===== src/rtl/instr_fetch_unit.sv =====
// instr_fetch_unit: PC owner and imem fetch front end feeding decode through a prefetch FIFO
// Ports: clk/reset (sync, active high); imem_req_valid/ready + imem_addr issue word fetches;
// imem_resp_valid/imem_rdata return the single outstanding word; redirect_valid/redirect_pc
// flush and restart fetch; instr_valid/ready + instr/instr_pc present the FIFO head to decode;
// fetch_misaligned flags a redirect target with nonzero low bits when FETCH_ALIGN_CHECK_EN is defined.
module instr_fetch_unit #(
    parameter logic [31:0] RESET_PC = 32'h0000_0000,
    parameter int          DEPTH    = 2
) (
    input  logic        clk,
    input  logic        reset,
    output logic        imem_req_valid,
    input  logic        imem_req_ready,
    output logic [31:0] imem_addr,
    input  logic        imem_resp_valid,
    input  logic [31:0] imem_rdata,
    input  logic        redirect_valid,
    input  logic [31:0] redirect_pc,
    output logic        instr_valid,
    input  logic        instr_ready,
    output logic [31:0] instr,
    output logic [31:0] instr_pc,
    output logic        fetch_misaligned
);
    localparam int          AW      = $clog2(DEPTH);
    localparam logic [AW:0] FULL    = (AW+1)'(DEPTH);
    localparam logic [AW:0] FULL_M1 = (AW+1)'(DEPTH - 1);

    logic [31:0]   pc_q, pc_d, req_pc_q, req_pc_d;
    logic          outstanding_q, outstanding_d, drop_q, drop_d, mis_q, mis_d;
    logic [AW-1:0] wr_q, wr_d, rd_q, rd_d;
    logic [AW:0]   cnt_q, cnt_d;
    logic [31:0]   fifo_pc_q [DEPTH];
    logic [31:0]   fifo_in_q [DEPTH];
    logic          push, pop, accept;

    assign instr_valid      = cnt_q != '0;
    assign instr            = instr_valid ? fifo_in_q[rd_q] : '0;
    assign instr_pc         = instr_valid ? fifo_pc_q[rd_q] : '0;
    assign imem_addr        = pc_q;
    assign fetch_misaligned = mis_q;

    always_comb begin
        push           = imem_resp_valid && outstanding_q && !drop_q && !redirect_valid;
        pop            = instr_valid && instr_ready && !redirect_valid;
        // a request may only go out if the FIFO has room for it after this cycle's push
        imem_req_valid = !reset && !redirect_valid && (!outstanding_q || imem_resp_valid) &&
                         (push ? cnt_q < FULL_M1 : cnt_q < FULL);
        accept         = imem_req_valid && imem_req_ready;
        pc_d           = redirect_valid ? (redirect_pc & ~32'h3) : accept ? pc_q + 32'd4 : pc_q;
        req_pc_d       = accept ? pc_q : req_pc_q;
        outstanding_d  = accept || (outstanding_q && !imem_resp_valid);
        // a redirect with a request still in flight must swallow its late response
        drop_d         = (redirect_valid ? outstanding_q : drop_q) && !imem_resp_valid;
        wr_d           = redirect_valid ? '0 : push ? wr_q + AW'(1) : wr_q;
        rd_d           = redirect_valid ? '0 : pop ? rd_q + AW'(1) : rd_q;
        cnt_d          = redirect_valid ? '0 : cnt_q + (AW+1)'(push) - (AW+1)'(pop);
`ifdef FETCH_ALIGN_CHECK_EN
        mis_d          = redirect_valid && (redirect_pc[1:0] != 2'b00);
`else
        mis_d          = 1'b0;
`endif
    end

    always_ff @(posedge clk) begin
        if (reset) begin
            pc_q          <= RESET_PC;
            req_pc_q      <= '0;
            outstanding_q <= 1'b0;
            drop_q        <= 1'b0;
            mis_q         <= 1'b0;
            wr_q          <= '0;
            rd_q          <= '0;
            cnt_q         <= '0;
        end else begin
            pc_q          <= pc_d;
            req_pc_q      <= req_pc_d;
            outstanding_q <= outstanding_d;
            drop_q        <= drop_d;
            mis_q         <= mis_d;
            wr_q          <= wr_d;
            rd_q          <= rd_d;
            cnt_q         <= cnt_d;
        end
    end

    always_ff @(posedge clk) begin
        if (push) begin
            fifo_pc_q[wr_q] <= req_pc_q;
            fifo_in_q[wr_q] <= imem_rdata;
        end
    end
endmodule


===== config.mk =====
export PLATFORM = sky130hd
export DESIGN_NAME = instr_fetch_unit
export DESIGN_NICKNAME = d
export VERILOG_FILES = /design/src/rtl/instr_fetch_unit.sv
export SDC_FILE = /design/constraint.sdc
export NUM_CORES = 1
export LEC_CHECK = 0
export CELL_PAD_IN_SITES_DETAIL_PLACEMENT = 0
export CELL_PAD_IN_SITES_GLOBAL_PLACEMENT = 1
export CORE_ASPECT_RATIO = 0.9
export CORE_UTILIZATION = 36
export CTS_CLUSTER_SIZE = 10
export DETAILED_ROUTE_END_ITERATION = 8
export PLACE_DENSITY = 0.87
export SLEW_MARGIN = 20
export SYNTH_ARGS = -nofsm -noshare
export SYNTH_HDL_FRONTEND = slang
export SYNTH_SLANG_ARGS = --single-unit

===== constraint.sdc =====
create_clock -name clk -period 3.8 [get_ports clk]
set_input_delay 0.38 -clock clk [delete_from_list [all_inputs] [get_ports clk]]
set_output_delay 0.38 -clock clk [all_outputs]
set_load 0.005 [all_outputs]

# == Word-level counts from Yosys, hierarchy flattened ==
# Memories as Yosys holds them, arrays and structs flattened. A register that Yosys moved wholly into a read port is not among the register bits.
# Index checks and enable logic that the tools add are counted.
# word_totals
out_inout_bits,99
memories,2
rom_bits,0
ramBits,128
inputBits,70
latchBits,0
elab_cells,50
register_bits,70
# memory_table
memory,words,width,read_ports,rd_ports_with_merged_regs,write_ports,line_no,source
fifo_in_q,2,32,1,1,1,34,logic [31:0] fifo_in_q [DEPTH];
fifo_pc_q,2,32,1,1,1,33,logic [31:0] fifo_pc_q [DEPTH];
# op_classes
n_mul,0
shift,0
div,0
order_cmp,2
n_mux,12
bitwise_logic,0
reduce_logical,21
n_eq_ne,0
add_sub_neg,5
# ops
operator,n
32-bit two-way mux,4
"32-bit by 3-bit adder with 32-bit output, second input constant",1
1-bit logical AND,11
1-bit two-way mux,8
1-bit logical NOT,5
2-bit nonzero test,2
"1-bit adder, second input constant",2
2-bit by 1-bit adder with 2-bit output,1
1-bit logical OR,2
"2-bit by 1-bit < comparator with 1-bit output, second input constant",1
"2-bit < comparator, second input constant",1
2-bit OR reduction,1
2-bit by 1-bit subtractor with 2-bit output,1

# == Logic depth before layout (Yosys ltp) ==
# logic_depth
word_depth,8
ltp_mapped,9
depth_no_buf,9

# == Least setup slack after synthesis ==
# OpenSTA, ideal clock, no wires.
# synth_path
path_kind,input to register
from,input port redirect_valid
to,memory fifo_in_q[0][0] (enable)
arrival_time_ps,3270
n_path_buf,0
path_stages,2
setup_time_ps,482
required_ps,3318
setup_slack_ps,48
cell_sequence,nand4bb_1 > nor2_1
# synth_between
elab_chain_cells,4
# synth_lines
item,line_no,source
"start, declared",17,"input logic redirect_valid,"
1-bit logical NOT,44,push = imem_resp_valid && outstanding_q && !drop_q && !redirect_valid;
1-bit logical AND,44,
1-bit two-way mux,88,if (push) begin
1-bit two-way mux (implied by the code),90,fifo_in_q[wr_q] <= imem_rdata;
"end, declared",34,
# No other way between the ends.

==> results.json <==
{
  "clock-skew-final_ns": 0.00762,
  "period_share_pct": 74.0,
  "clockBufferDepth": 2,
  "worst_pin_slew_ns": 0.911,
  "path_max_fanout": 33,
  "min_delay_path_depth": 4,
  "synth_ff_type": "edfxtp_1",
  "r2r_start": "cnt_q[1]$_SDFF_PP0_",
  "cts-root-buf": "clkbuf_16",
  "clkLatencyLatePin_ns": 0.43,
  "cts_buffers": 17,
  "grt_use_met2_pct": 27.6,
  "grt_remaining_overflow": 0,
  "rsz0062_at_grt": "no",
  "hold_violations": 0,
  "timing.rr.end": "imem_addr[20]$_SDFFE_PP0P_",
  "viasPerCell": 5.11,
  "cpLargestDelayFamily": "buffers and inverters",
  "portBuffers": 161,
  "final_common_cell": "clkdlybuf4s50_1",
  "crit_buf_inv": 2,
  "power_w": 0.00440,
  "mostFrequentLayoutCells": "clkdlybuf4s50_1, edfxtp_1, nand2_1",
  "post_synth.cell_area_avg_um2": 11.7,
  "status": "completed",
  "multi_input_area_mm2": 0.00257,
  "grt.busiest_layer": "met2",
  "rows": 50,
  "synth_warnings": 0,
  "final_nets": 892,
  "netlist_area_mm2": 0.00783,
  "gr-usage-met1_pct": 23.0,
  "setup_slack_ns": 0.987,
  "cts.sinks": 191,
  "rr_worst_depth": 6,
  "worstPathCellList": "buf_4, mux2i_1, nor2_1, clkdlybuf4s50_1",
  "antenna_found_initial": 1,
  "cpPeakStageDelay_ns": 0.77,
  "initial_core_util_pct": 37.2,
  "fin_crit_ns": 2.81,
  "hold_start": "reset",
  "start_kind": "flip-flop",
  "cts_tree": "done",
  "dr.pass1.iters": 5,
  "hold_class": "input port to flip-flop",
  "register_area_mm2": 0.00507,
  "grt_max_degree": 65,
  "track_usage_pct": 17.5,
  "crit_type": "flip-flop to primary output",
  "synth-edff-count": 124,
  "dpl.hpwl_um": 12400,
  "pre_cts_slack_ns": 0.996,
  "cp_data_arrival_time_ns": 2.43,
  "routed_wl_um": 19200,
  "grt_pass1_wl_um": 29300,
  "static-leakage-power_nw": 3.39,
  "gp_congestion": 0.782,
  "via_count": 5720,
  "dieArea_mm2": 0.0224,
  "slowest_stage": "dfxtp_4",
  "synth_cell_type_count": 49,
  "synthCells": 671,
  "drt-initial-drc-count": 458,
  "min_to": "outstanding_q$_SDFF_PP0_",
  "post-route-drc-count": 0,
  "clk_pin_slew_ns": 0.07,
  "ys_async_sr_fraction_pct": 0,
  "cp.required_ns": 3.42,
  "reg2reg_setup_slack_ns": 1.43,
  "crit_path_end_kind": "primary output",
  "ys_seq_area_share_pct": 64.7,
  "ir_drop_v": 0.000263,
  "tns_ns": 0,
  "syn2layout_area_growth_pct": 32.4,
  "die_w_um": 157,
  "grt_pass1_vias": 5393,
  "fmax_ghz": 0.355,
  "wire_per_inst_um": 17.2,
  "dpl_cell_area_mm2": 0.00974,
  "die_y_um": 142,
  "finalSetupViolCount": 0,
  "final_util_pct": 49.2,
  "fillerInstances": 1846,
  "antenna_cells": 0,
  "post_cts_buffers": 0,
  "htree_levels": 4,
  "powerDensity_mw_per_mm2": 424,
  "cts_resized": 0,
  "postCtsHoldBufs": 0,
  "synth_seq_cells": 191,
  "report.final.slew_viol_count": 0,
  "ant_nets": 0,
  "slew_headroom_pct": 39.3,
  "maxCapViolCount": 0,
  "core_area_mm2": 0.0211,
  "drive_gt1_share_pct": 6.60,
  "use_met3_pct": 4.84,
  "design_area_mm2": 0.0104,
  "pin_count": 169
}
## flip-flops by register name, indices dropped and copies added (netlist names), named ones only
signal	flops
fifo_pc_q	60
cnt_q	2
outstanding_q	1
req_pc_q	30
imem_addr	30
rd_q	1
drop_q	1
wr_q	1
fifo_in_q	64
## where the power goes
group | total, W | switching (W) | internal (W)
combinational | 0.000239 | 0.000107 | 0.000132
clock | 0.00189 | 0.000826 | 0.00106
sequential | 0.00227 | 0.0000440 | 0.00223
total | 0.00440 | 0.000977 | 0.00342
## final cells by class
| type | instances | share of cell area (%) |
|---|---|---|
| tap | 286 | 3.45 |
| sequential | 191 | 48.9 |
| inverter | 8 | 0.290 |
| timing repair buffer | 173 | 16.6 |
| clock buffer | 17 | 4.10 |
| multi-input combinational | 429 | 24.7 |
| clock inverter | 15 | 1.92 |
## layer usage
metal | share of wire [%] | wire length [um]
met1 | 45 | 8750
met2 | 46 | 8890
met3 | 6.8 | 1300
met4 | 1.5 | 289
met5 | 0.068 | 13
## worst register-to-register path: stages (launching register included)
cell and delay [ns]:
dfxtp_1 0.38, nor4b_1 0.48, o211a_1 0.26, buf_4 0.47, nand3_1 0.22, or3_1 0.35, a31oi_1 0.15
## cells in the mapped netlist (3+ instances only)
master	instances	area (um2)
edfxtp_1	124	3720
nand2_1	84	315
nor2_1	82	308
dfxtp_1	67	1340
mux2i_1	63	631
a21oi_1	52	260
clkbuf_1	27	101
o21ai_0	18	90.1
nand3_1	16	80.1
a31oi_1	15	93.8
buf_1	8	30.0
inv_1	8	30.0
nand4_1	8	50.1
and2_1	7	43.8
nor3_1	7	35.0
or3_1	7	43.8
buf_2	6	30.0
a22oi_1	5	37.5
and3_1	5	31.3
buf_4	5	37.5
a2bb2oi_1	4	35.0
a32oi_1	4	35.0
a41oi_1	4	35.0
xor2_1	4	35.0
nand2b_1	3	18.8
o211ai_1	3	22.5
o311ai_0	3	26.3
or4_1	3	22.5
## how the worst max path moves through the flow
stage                   startpoint                         end  cells after the start
CTS                      flip-flop                    instr[7]                      4
global route             flip-flop                    instr[6]                      4
global placement    redirect_valid  imem_addr[17]$_SDFFE_PP0P_                      7
floorplan           redirect_valid   fifo_in_q[0][0]$_DFFE_PP_                      2
finish                   flip-flop                    instr[6]                      4
detailed placement  redirect_valid  imem_addr[20]$_SDFFE_PP0P_                      7
## logic make-up after synthesis
| logic type | synth area share [%] |
|---|---|
| simple gates | 14.1 |
| mux | 8.05 |
| buf+inv | 2.99 |
| flops | 64.7 |
| other cells | 0.0479 |
| fa+ha+maj | 0.319 |
| xor+xnor | 0.559 |
| compound gates | 9.28 |
## per-stage QoR
stage / hold slack [ns] / std cells
finish: 0.399 / 1119
global route: 0.432 / 1119
CTS: 0.387 / 1119
detailed placement: 0.438 / 1087
global placement: 0.431 / 1087
floorplan: 0.425 / 675
Note: power is estimated with default switching activity, not from simulation.
